### config.mk
export PLATFORM = sky130hd
export DESIGN_NAME = ras_ctrl
export DESIGN_NICKNAME = d
export VERILOG_FILES = /design/src/rtl/ras_pkg.sv /design/src/rtl/ras_fifo.sv /design/src/rtl/ras_ctrl.sv
export SDC_FILE = /design/constraint.sdc
export NUM_CORES = 1
export LEC_CHECK = 0
export BUFFER_PORTS_ARGS = -buffer_cell sky130_fd_sc_hd__buf_2
export CAP_MARGIN = 20
export CORE_ASPECT_RATIO = 0.8
export CORE_MARGIN = 2
export CORE_UTILIZATION = 30
export CTS_BUF_LIST = sky130_fd_sc_hd__clkbuf_4 sky130_fd_sc_hd__clkbuf_8
export DETAILED_ROUTE_END_ITERATION = 10
export GPL_ROUTABILITY_DRIVEN = 0
export SYNTH_ARGS = -nofsm -noshare
export SYNTH_HDL_FRONTEND = slang
export SYNTH_SLANG_ARGS = --single-unit
### constraint.sdc
create_clock -name clk -period 3 [get_ports clk]
set_clock_uncertainty 0.2 [all_clocks]
set_input_delay 0 -clock clk [delete_from_list [all_inputs] [get_ports clk]]
set_output_delay 0 -clock clk [all_outputs]
set_load 0.02 [all_outputs]
### src/rtl/ras_pkg.sv
// Shared types and decode constants for the return-address-stack controller.
// Optional compressed decode is enabled with RAS_CTRL_RVC_EN.
package ras_pkg;

    typedef struct packed {
        logic push;
        logic pop;
    } ras_act_t;

    localparam logic [6:0] OPC_JAL     = 7'b1101111;
    localparam logic [6:0] OPC_JALR    = 7'b1100111;
    localparam logic [2:0] F3_JALR     = 3'b000;

    localparam logic [1:0] RVC_OP_C1   = 2'b01;
    localparam logic [1:0] RVC_OP_C2   = 2'b10;
    localparam logic [2:0] RVC_F3_JAL  = 3'b001;
    localparam logic [3:0] RVC_F4_JR   = 4'b1000;
    localparam logic [3:0] RVC_F4_JALR = 4'b1001;

    localparam logic [4:0] LINK_X1     = 5'd1;
    localparam logic [4:0] LINK_X5     = 5'd5;

    typedef enum logic [1:0] {
        RUN     = 2'd0,
        FLUSH_A = 2'd1,
        FLUSH_C = 2'd2
    } ras_state_e;

    function automatic logic is_link(input logic [4:0] r);
        return (r == LINK_X1) || (r == LINK_X5);
    endfunction

endpackage

### src/rtl/ras_fifo.sv
// In-order queue of in-flight stack actions; head is read out registered
// on the cycle after a pop, which lines up with the commit replay.
module ras_fifo
    import ras_pkg::*;
#(
    parameter int WIDTH = 2,
    parameter int DEPTH = 16
) (
    input  logic             clk,
    input  logic             rst_ni,
    input  logic             clr_i,
    input  logic             push_i,
    input  logic [WIDTH-1:0] din_i,
    input  logic             pop_i,
    output logic [WIDTH-1:0] dout_o
);

    localparam int PTR_W = $clog2(DEPTH);

    logic [WIDTH-1:0] mem [DEPTH];
    logic [PTR_W-1:0] wr_ptr_q, rd_ptr_q;
    logic [WIDTH-1:0] dout_q;

    always_ff @(posedge clk) begin
        if (push_i) begin
            mem[wr_ptr_q] <= din_i;
        end
    end

    // Pointers wrap naturally because DEPTH is a power of two.
    always_ff @(posedge clk or negedge rst_ni) begin
        if (!rst_ni) begin
            wr_ptr_q <= '0;
            rd_ptr_q <= '0;
            dout_q   <= '0;
        end else if (clr_i) begin
            wr_ptr_q <= '0;
            rd_ptr_q <= '0;
        end else begin
            if (push_i) begin
                wr_ptr_q <= wr_ptr_q + 1'b1;
            end
            if (pop_i) begin
                rd_ptr_q <= rd_ptr_q + 1'b1;
                dout_q   <= mem[rd_ptr_q];
            end
        end
    end

    assign dout_o = dout_q;

endmodule

### src/rtl/ras_ctrl.sv
// Call/return classifier and commit sequencer in front of the return address
// stack. Define RAS_CTRL_RVC_EN to also decode compressed jumps.
module ras_ctrl
    import ras_pkg::*;
#(
    parameter int WIDTH        = 32,
    parameter int MAX_INFLIGHT = 16
) (
    input  logic             clk,
    input  logic             rst_ni,
    input  logic             fetch_valid,
    output logic             fetch_ready,
    input  logic [WIDTH-1:0] fetch_pc,
    input  logic [31:0]      fetch_instr,
    input  logic             ret_valid,
    input  logic             flush_in,
    output logic             ras_push,
    output logic             ras_pop,
    output logic [WIDTH-1:0] ras_din,
    output logic             ras_commit_push,
    output logic             ras_commit_pop,
    output logic             ras_flush,
    input  logic [WIDTH-1:0] ras_dout,
    input  logic             ras_empty,
    output logic             pred_valid,
    output logic [WIDTH-1:0] pred_target,
    output logic             err
);

    localparam int CNT_W = $clog2(MAX_INFLIGHT) + 1;

    ras_state_e       state_q, state_d;
    ras_act_t         act_q, act_d, dec_act, head;
    logic             act_vld_q, act_vld_d;
    logic [WIDTH-1:0] din_q, din_d, dec_link;
    logic [CNT_W-1:0] cnt_q, cnt_d;
    logic             cmt_vld_q, cmt_vld_d;
    logic             err_q, err_d;
    logic             fsm_run, flush_clr, full, fetch_accept, deq;
    logic [4:0]       rd, rs1;
    logic             unused_instr;

    assign rd           = fetch_instr[11:7];
    assign rs1          = fetch_instr[19:15];
    assign unused_instr = ^fetch_instr[31:20];

    always_comb begin
        dec_act  = '0;
        dec_link = fetch_pc + WIDTH'(4);
        if (fetch_instr[1:0] == 2'b11) begin
            if (fetch_instr[6:0] == OPC_JAL) begin
                dec_act.push = is_link(rd);
            end else if (fetch_instr[6:0] == OPC_JALR && fetch_instr[14:12] == F3_JALR) begin
                // rd==rs1 with both link registers is a plain call, not a coroutine swap.
                dec_act.push = is_link(rd);
                dec_act.pop  = is_link(rs1) && !(is_link(rd) && rd == rs1);
            end
        end
`ifdef RAS_CTRL_RVC_EN
        else begin
            dec_link = fetch_pc + WIDTH'(2);
            if (fetch_instr[1:0] == RVC_OP_C1 && fetch_instr[15:13] == RVC_F3_JAL) begin
                dec_act.push = 1'b1;
            end else if (fetch_instr[1:0] == RVC_OP_C2 && fetch_instr[6:2] == 5'd0 && rd != 5'd0) begin
                if (fetch_instr[15:12] == RVC_F4_JR) begin
                    dec_act.pop = is_link(rd);
                end else if (fetch_instr[15:12] == RVC_F4_JALR) begin
                    dec_act.push = 1'b1;
                    dec_act.pop  = (rd == LINK_X5);
                end
            end
        end
`endif
    end

    // The registered action not yet enqueued still occupies a slot.
    assign full         = (cnt_q + CNT_W'(act_vld_q)) >= CNT_W'(MAX_INFLIGHT);
    assign fetch_ready  = rst_ni && fsm_run && !full;
    assign fetch_accept = fetch_valid && fetch_ready && !flush_in && (dec_act.push || dec_act.pop);
    assign deq          = ret_valid && fsm_run && (cnt_q != '0);

    always_comb begin
        act_vld_d = fetch_accept;
        act_d     = fetch_accept ? dec_act : act_q;
        din_d     = fetch_accept ? dec_link : din_q;
        cmt_vld_d = deq;
        err_d     = err_q || (ret_valid && fsm_run && (cnt_q == '0));
        if (flush_clr) begin
            cnt_d = '0;
        end else begin
            cnt_d = cnt_q + CNT_W'(act_vld_q) - CNT_W'(deq);
        end
    end

    always_ff @(posedge clk or negedge rst_ni) begin
        if (!rst_ni) begin
            state_q   <= RUN;
            act_vld_q <= 1'b0;
            act_q     <= '0;
            din_q     <= '0;
            cnt_q     <= '0;
            cmt_vld_q <= 1'b0;
            err_q     <= 1'b0;
        end else begin
            state_q   <= state_d;
            act_vld_q <= act_vld_d;
            act_q     <= act_d;
            din_q     <= din_d;
            cnt_q     <= cnt_d;
            cmt_vld_q <= cmt_vld_d;
            err_q     <= err_d;
        end
    end

    // A retire coinciding with the flush detours through FLUSH_C so the commit lands first.
    always_comb begin
        state_d = state_q;
        case (state_q)
            RUN:     if (flush_in) state_d = ret_valid ? FLUSH_C : FLUSH_A;
            FLUSH_C: state_d = FLUSH_A;
            FLUSH_A: state_d = flush_in ? FLUSH_A : RUN;
            default: state_d = RUN;
        endcase
    end

    always_comb begin
        fsm_run   = (state_q == RUN);
        ras_flush = (state_q == FLUSH_A);
        flush_clr = (state_q == FLUSH_A);
    end

    ras_fifo #(
        .WIDTH (2),
        .DEPTH (MAX_INFLIGHT)
    ) u_fifo (
        .clk    (clk),
        .rst_ni (rst_ni),
        .clr_i  (flush_clr),
        .push_i (act_vld_q),
        .din_i  (act_q),
        .pop_i  (deq),
        .dout_o (head)
    );

    assign ras_push        = act_vld_q && act_q.push;
    assign ras_pop         = act_vld_q && act_q.pop;
    assign ras_din         = ras_push ? din_q : '0;
    assign pred_valid      = ras_pop && !ras_empty;
    assign pred_target     = ras_pop ? ras_dout : '0;
    assign ras_commit_push = cmt_vld_q && head.push;
    assign ras_commit_pop  = cmt_vld_q && head.pop;
    assign err             = err_q;

endmodule

==> results of run 1 <==
-- cell usage in the layout, fill, tap and decap left out, types with 4 or more instances in the layout --
cell type	Yosys	routed
buf_2	3	161
and3_1	69	69
dlygate4sd3_1	0	59
dfrtp_1	54	53
nand2_1	45	45
o21ai_0	33	33
edfxtp_1	32	32
xor2_1	26	26
nor2_1	26	26
and2_1	21	21
nand3_1	18	18
xnor2_1	15	15
nand4_1	15	15
inv_1	10	10
ha_1	10	10
clkbuf_8	0	9
mux2_2	8	8
mux4_2	8	8
buf_4	0	8
nor4_1	4	4
mux2i_1	4	4
-- per-stage QoR --
stage / hold slack [ns] / instance area, µm² / total power, mW
2_1_floorplan: -0.496 / 4680 / 1.64
3_3_place_gp: 0.0352 / 5710 / 1.80
3_5_place_dp: 0.0435 / 5710 / 1.82
4_1_cts: 0.0161 / 6500 / 2.69
5_1_grt: 0.0592 / 6510 / 2.80
6_report: 0.0226 / 6510 / 2.66
-- registers in the layout, summed over array words and instances, names as in the netlist --
name,flops
u_fifo.dout_o,2
act_vld_q,1
u_fifo.rd_ptr_q,4
u_fifo.wr_ptr_q,4
u_fifo.mem,32
err,1
din_q,32
cmt_vld_q,1
cnt_q,5
act_q,2
state_q,2
-- power groups by stage --
stage	registers, mW	clock network [mW]	logic [mW]
4_1_cts	1.37	0.833	0.487
3_3_place_gp	1.39	0	0.414
5_1_grt	1.38	0.876	0.541
3_5_place_dp	1.39	0	0.429
6_report	1.37	0.804	0.486
2_1_floorplan	1.33	0	0.307
-- kinds of logic (layout without fill, tap and decap cells) --
group,count (synthesis),after routing,share of synthesized area (%)
adders and majority gates,10,10,2.67
buffers and inverters,35,254,3.21
AOI/OAI and AO/OA,39,39,4.44
and+or+nand+nor,216,216,25.3
DFF,86,86,49.4
xor gates and xnor gates,41,41,7.67
muxes,22,22,7.27
-- critical path, delay by kind of cell --
family / cells / cell delay (ns)
buffers and inverters: 5 / 2.38
AND/OR/NAND/NOR: 3 / 0.54
-- path summary, 6_finish.rpt --
path / startpoint / endpoint / slack [ns] / cells past startpoint
max: fetch_instr[10] / act_vld_q / 0.17 / 8
min: fetch_valid / act_q[1] / 0.02 / 6
max reg2reg: act_vld_q / act_q[0] / 0.40 / 9
min reg2reg: err / err / 0.26 / 1
max in group asynchronous: rst_ni / act_vld_q / 1.86 / 3
min in group asynchronous: rst_ni / u_fifo.rd_ptr_q[0] / 0.24 / 3
-- timing repair --
item | 4_1_cts | 5_1_grt
hold endpoints to repair | 92 | 0
endpoints found under the setup margin | 0 | 1
gates resized for setup | 0 | 1
hold buffers | 59 | 0
-- per-layer routing --
layer | routed length, µm | vias to the layer above
li1 | - | 2014
met1 | 5600 | 1993
met3 | 596 | 17
met2 | 5940 | 107
met5 | 0 | -
met4 | 174 | 0
-- final cells by class --
cell class / instances / area, µm² / area share (%)
Clock buffer: 11 / 139 / 2.13
Timing Repair Buffer: 228 / 1460 / 22.4
Multi-Input combinational cell: 328 / 2240 / 34.4
Clock inverter: 5 / 60.1 / 0.923
Tap cell: 210 / 263 / 4.04
Sequential cell: 86 / 2310 / 35.5
Inverter: 10 / 37.5 / 0.577
-- Yosys cell counts (3+ instances only) --
cell and n:
nand4_1 15, and3_1 69, nand2_1 45, edfxtp_1 32
and2_1 21, o21ai_0 33, buf_2 3, dfrtp_1 54
mux4_2 8, ha_1 10, nor2_1 26, clkbuf_1 19
xor2_1 26, nand3_1 18, nor4_1 4, inv_1 10
mux2i_1 4, mux2_2 8, xnor2_1 15
==> results.json, run 1 <==
{
  "rsz0062_at_grt": "false",
  "die_y_um": 116,
  "clk_pin_slew_ns": 0.08,
  "clk_latency_ns": 0.35,
  "worstSetupPathType": "input pin to flip-flop",
  "max-slew-margin-rel_pct": 25.6,
  "grtUsageMet3_pct": 3.26,
  "synthArstFlopShare_pct": 62.8,
  "die-area_mm2": 0.0166,
  "worst_setup_path_start_kind": "input pin",
  "cp_cell_sequence": "dlygate4sd3_1, buf_2, nor4b_2, dlygate4sd3_1, nor2_1, dlygate4sd3_1, nor2_1, dlygate4sd3_1",
  "sequentialPowerShare_pct": 51.5,
  "clkPwrFrac_pct": 30.3,
  "core-area_mm2": 0.0151,
  "cts_buffers": 9,
  "setup_viol": 0,
  "cts_tree": "done",
  "via_per_inst": 4.71,
  "synth_top_area_share_pct": 28.9,
  "grt_use_met1_pct": 19.7,
  "syn_avg_cell_area_um2": 10.4,
  "hold_path.class": "input pin to flip-flop",
  "p_sw_share_pct": 27.1,
  "p_int_mw": 1.94,
  "rows": 40,
  "synthCells": 449,
  "vias": 4131,
  "power.density_mw_per_mm2": 408,
  "cts_setup_buffers": 0,
  "area_growth_syn_to_layout_pct": 39.1,
  "final_util_pct": 43.1,
  "max_stage_delay_ns": 0.62,
  "first_iter_violations": 166,
  "synth_area_leaders": "dfrtp_1 29%, edfxtp_1 21%, and3_1 9.2%, xor2_1 4.9%, mux4_2 3.9%",
  "required_ns": 3.08,
  "portBuffers": 161,
  "grt_pass1_wl_um": 20000,
  "grt_max_degree": 75,
  "timing.critical_path.to_type": "flip-flop",
  "ant_nets": 0,
  "worst_pin_slew_ns": 1.12,
  "grt_overflow": 0,
  "cts_root_buffer": "clkbuf_8",
  "ys_types": 41,
  "combPwrFrac_pct": 18.3,
  "die_x_um": 144,
  "htree_num_levels": 3,
  "synth_nets": 561,
  "yosys_register_bits": 86,
  "start_util_pct": 31.0,
  "globalRouteMet2Util_pct": 25.2,
  "max_freq_mhz": 353,
  "antenna_cells": 0,
  "switching_power_uw": 720,
  "synthFlopType": "dfrtp_1",
  "period_share_pct": 94.5,
  "ys.warnings.count": 0,
  "wire_per_inst_um": 14.0,
  "grt.busiest_layer": "met2",
  "wirelength_um": 12300,
  "ir_drop_mv": 0.251,
  "cts_buffer_depth": 2,
  "max_cap_violations": 0,
  "nets": 775,
  "cts_sinks": 86,
  "finalNonFillerCells": 878,
  "critPathArrivalTime_ns": 2.91,
  "pre_cts_slack_ns": 0.466,
  "yosysTopAreaCell": "dfrtp_1",
  "drc": 0,
  "crit_path_max_fanout": 2,
  "dp_cells": 803,
  "cp_slowest_cell": "dlygate4sd3_1",
  "syn_area_mm2": 0.00468,
  "num-fill-cells": 1486,
  "cp_common_cell": "dlygate4sd3_1",
  "status": "complete, no violations",
  "synth-edff-count": 32,
  "setup_ws_ns": 0.166,
  "grt_pass1_vias": 4180,
  "p_leak_nw": 3.28,
  "hpwl_um": 8670,
  "drive_gt1_share_pct": 31.6,
  "ios": 174,
  "grtUsageTotal_pct": 15.0,
  "drtPass1Iterations": 5,
  "ys_seq_area_share_pct": 49.4,
  "tns_ns": 0,
  "antenna_found_initial": 0,
  "min_period_ns": 2.83,
  "hold_viol": 0,
  "drv_slew": 0
}
No activity file was read; power rests on OpenSTA's default activity.
==> run 2: changes to the inputs <==
--- a/config.mk
+++ b/config.mk
@@ -13,6 +13,7 @@
 export CTS_BUF_LIST = sky130_fd_sc_hd__clkbuf_4 sky130_fd_sc_hd__clkbuf_8
 export DETAILED_ROUTE_END_ITERATION = 10
 export GPL_ROUTABILITY_DRIVEN = 0
+export SETUP_SLACK_MARGIN = 0.02
 export SYNTH_ARGS = -nofsm -noshare
 export SYNTH_HDL_FRONTEND = slang
 export SYNTH_SLANG_ARGS = --single-unit
==> constraint.sdc (replaced) <==
create_clock -name clk -period 3 [get_ports clk]
set_clock_uncertainty 0.2 [all_clocks]
set_input_delay 0.45 -clock clk [delete_from_list [all_inputs] [get_ports clk]]
set_output_delay 0.45 -clock clk [all_outputs]
set_load 0.02 [all_outputs]
==> results.json, run 2 (synthesized netlist as in run 1, its figures left out) <==
{
  "status": "complete, no violations",
  "clkPwrFrac_pct": 31.2,
  "cts_tree": "done",
  "worst_setup_path_start_kind": "flip-flop",
  "cp_slowest_cell": "xor2_1",
  "switching_power_uw": 726,
  "setup_viol": 0,
  "max_freq_mhz": 348,
  "grt_overflow": 0,
  "rsz0062_at_grt": "false",
  "drtPass1Iterations": 4,
  "cts_setup_buffers": 0,
  "antenna_cells": 0,
  "reg_top3": "din_q x32, u_fifo.mem x32, cnt_q x5",
  "hpwl_um": 8680,
  "cts_sinks": 86,
  "antenna_found_initial": 0,
  "cts-resized-gates": 0,
  "num-fill-cells": 1538,
  "die-area_mm2": 0.0166,
  "period_share_pct": 95.8,
  "wire_per_inst_um": 14.4,
  "die_x_um": 144,
  "wirelength_um": 11800,
  "worstSetupPathType": "flip-flop to primary output",
  "die_y_um": 116,
  "htree_num_levels": 3,
  "grtUsageTotal_pct": 14.5,
  "drive_gt1_share_pct": 34.5,
  "cts_buffers": 9,
  "crit_path_max_fanout": 5,
  "power.density_mw_per_mm2": 437,
  "vias": 3958,
  "cp_cell_sequence": "ha_1, ha_1, nand3_1, xor2_1, and3_1, buf_2",
  "final_util_pct": 39.2,
  "cts_buffer_depth": 2,
  "core-area_mm2": 0.0151,
  "nets": 718,
  "combPwrFrac_pct": 16.0,
  "max-slew-margin-rel_pct": 51.8,
  "critPathArrivalTime_ns": 2.22,
  "rows": 40,
  "ios": 174,
  "via_per_inst": 4.82,
  "p_int_mw": 1.86,
  "max_stage_delay_ns": 0.52,
  "first_iter_violations": 169,
  "clk_latency_ns": 0.35,
  "cts_root_buffer": "clkbuf_8",
  "p_leak_nw": 3.04,
  "ir_drop_mv": 0.224,
  "min_period_ns": 2.87,
  "start_util_pct": 31.0,
  "final_common_cell": "buf_2",
  "drc": 0,
  "tns_ns": 0,
  "clk_pin_slew_ns": 0.09,
  "area_growth_syn_to_layout_pct": 26.7,
  "grt_pass1_wl_um": 19100,
  "hold_viol": 0,
  "grt_max_degree": 75,
  "grt_pass1_vias": 3834,
  "fin_hold_ws_ns": 0.0819,
  "sequentialPowerShare_pct": 52.9,
  "cts_hold_buf": 0,
  "power_mw": 2.59,
  "hold_path.class": "input pin to async pin",
  "portBuffers": 161,
  "p_sw_share_pct": 28.1,
  "cp_common_cell": "ha_1",
  "ant_nets": 0,
  "required_ns": 2.35,
  "max_cap_violations": 0,
  "drv_slew": 0,
  "worst_pin_slew_ns": 0.723,
  "layout_common_cells": "161 x buf_2, 69 x and3_1, 53 x dfrtp_1",
  "timing.critical_path.to_type": "primary output"
}
run 2: cell types whose count changed in the layout (fill, tap and decap cells not counted):
| cell | delta |
|---|---|
| dlygate4sd3_1 | -59 |
| clkinv_1 | +1 |
| inv_6 | +1 |
| nor4b_1 | +1 |
| nor4b_2 | -1 |
| clkbuf_4 | -2 |
| clkinv_4 | +1 |
| buf_4 | +2 |
| clkinvlp_4 | -1 |
run 2: critical path, delay by kind of cell (launching register included):
family        cells  cell delay, ns
buf+inv           1            0.16
flops             1            0.41
xor+xnor          1            0.52
simple gates      2            0.34
fa+ha+maj         2            0.44
run 2: power groups by stage:
| stage | Clock, mW | Sequential (mW) | Combinational, mW |
|---|---|---|---|
| floorplan | 0 | 1.33 | 0.307 |
| global placement | 0 | 1.39 | 0.405 |
| detailed placement | 0 | 1.39 | 0.417 |
| CTS | 0.836 | 1.37 | 0.418 |
| global route | 0.884 | 1.38 | 0.466 |
| finish | 0.807 | 1.37 | 0.414 |
run 2: final timing paths:
path	endpoint	depth (start not counted)	slack, ns	from
max	fetch_ready	6	0.13	act_vld_q
min	u_fifo.rd_ptr_q[3]	2	0.08	rst_ni
max reg2reg	din_q[1]	7	0.31	act_vld_q
min reg2reg	err	1	0.26	err
max in group asynchronous	act_vld_q	2	1.99	rst_ni
min in group clk	din_q[0]	2	0.13	fetch_pc[0]
run 2: layout make-up:
cell class / instances / area [µm²] / area share (%)
repair buffers: 171 / 881 / 14.9
well taps: 210 / 263 / 4.43
clock inverters: 7 / 73.8 / 1.25
multi-input cells: 328 / 2230 / 37.7
inverters: 10 / 37.5 / 0.633
flip-flops and latches: 86 / 2310 / 39.0
clock buffers: 9 / 124 / 2.09
run 2: metal layers:
layer | vias up | track usage (%) | wire length [µm]
li1 | 1905 | - | -
met1 | 1946 | 19.8 | 5430
met2 | 101 | 23.8 | 5760
met3 | 6 | 3.35 | 570
met4 | 0 | 3.33 | 61
met5 | - | 0 | 0
run 2: through the flow:
step           setup WS [ns]  instance area [µm²]  cells
4_1_cts                0.109                 5930    821
5_1_grt               0.0330                 5930    821
2_1_floorplan          0.664                 4680    449
6_report               0.126                 5930    821
3_3_place_gp           0.431                 5730    805
3_5_place_dp           0.351                 5730    805
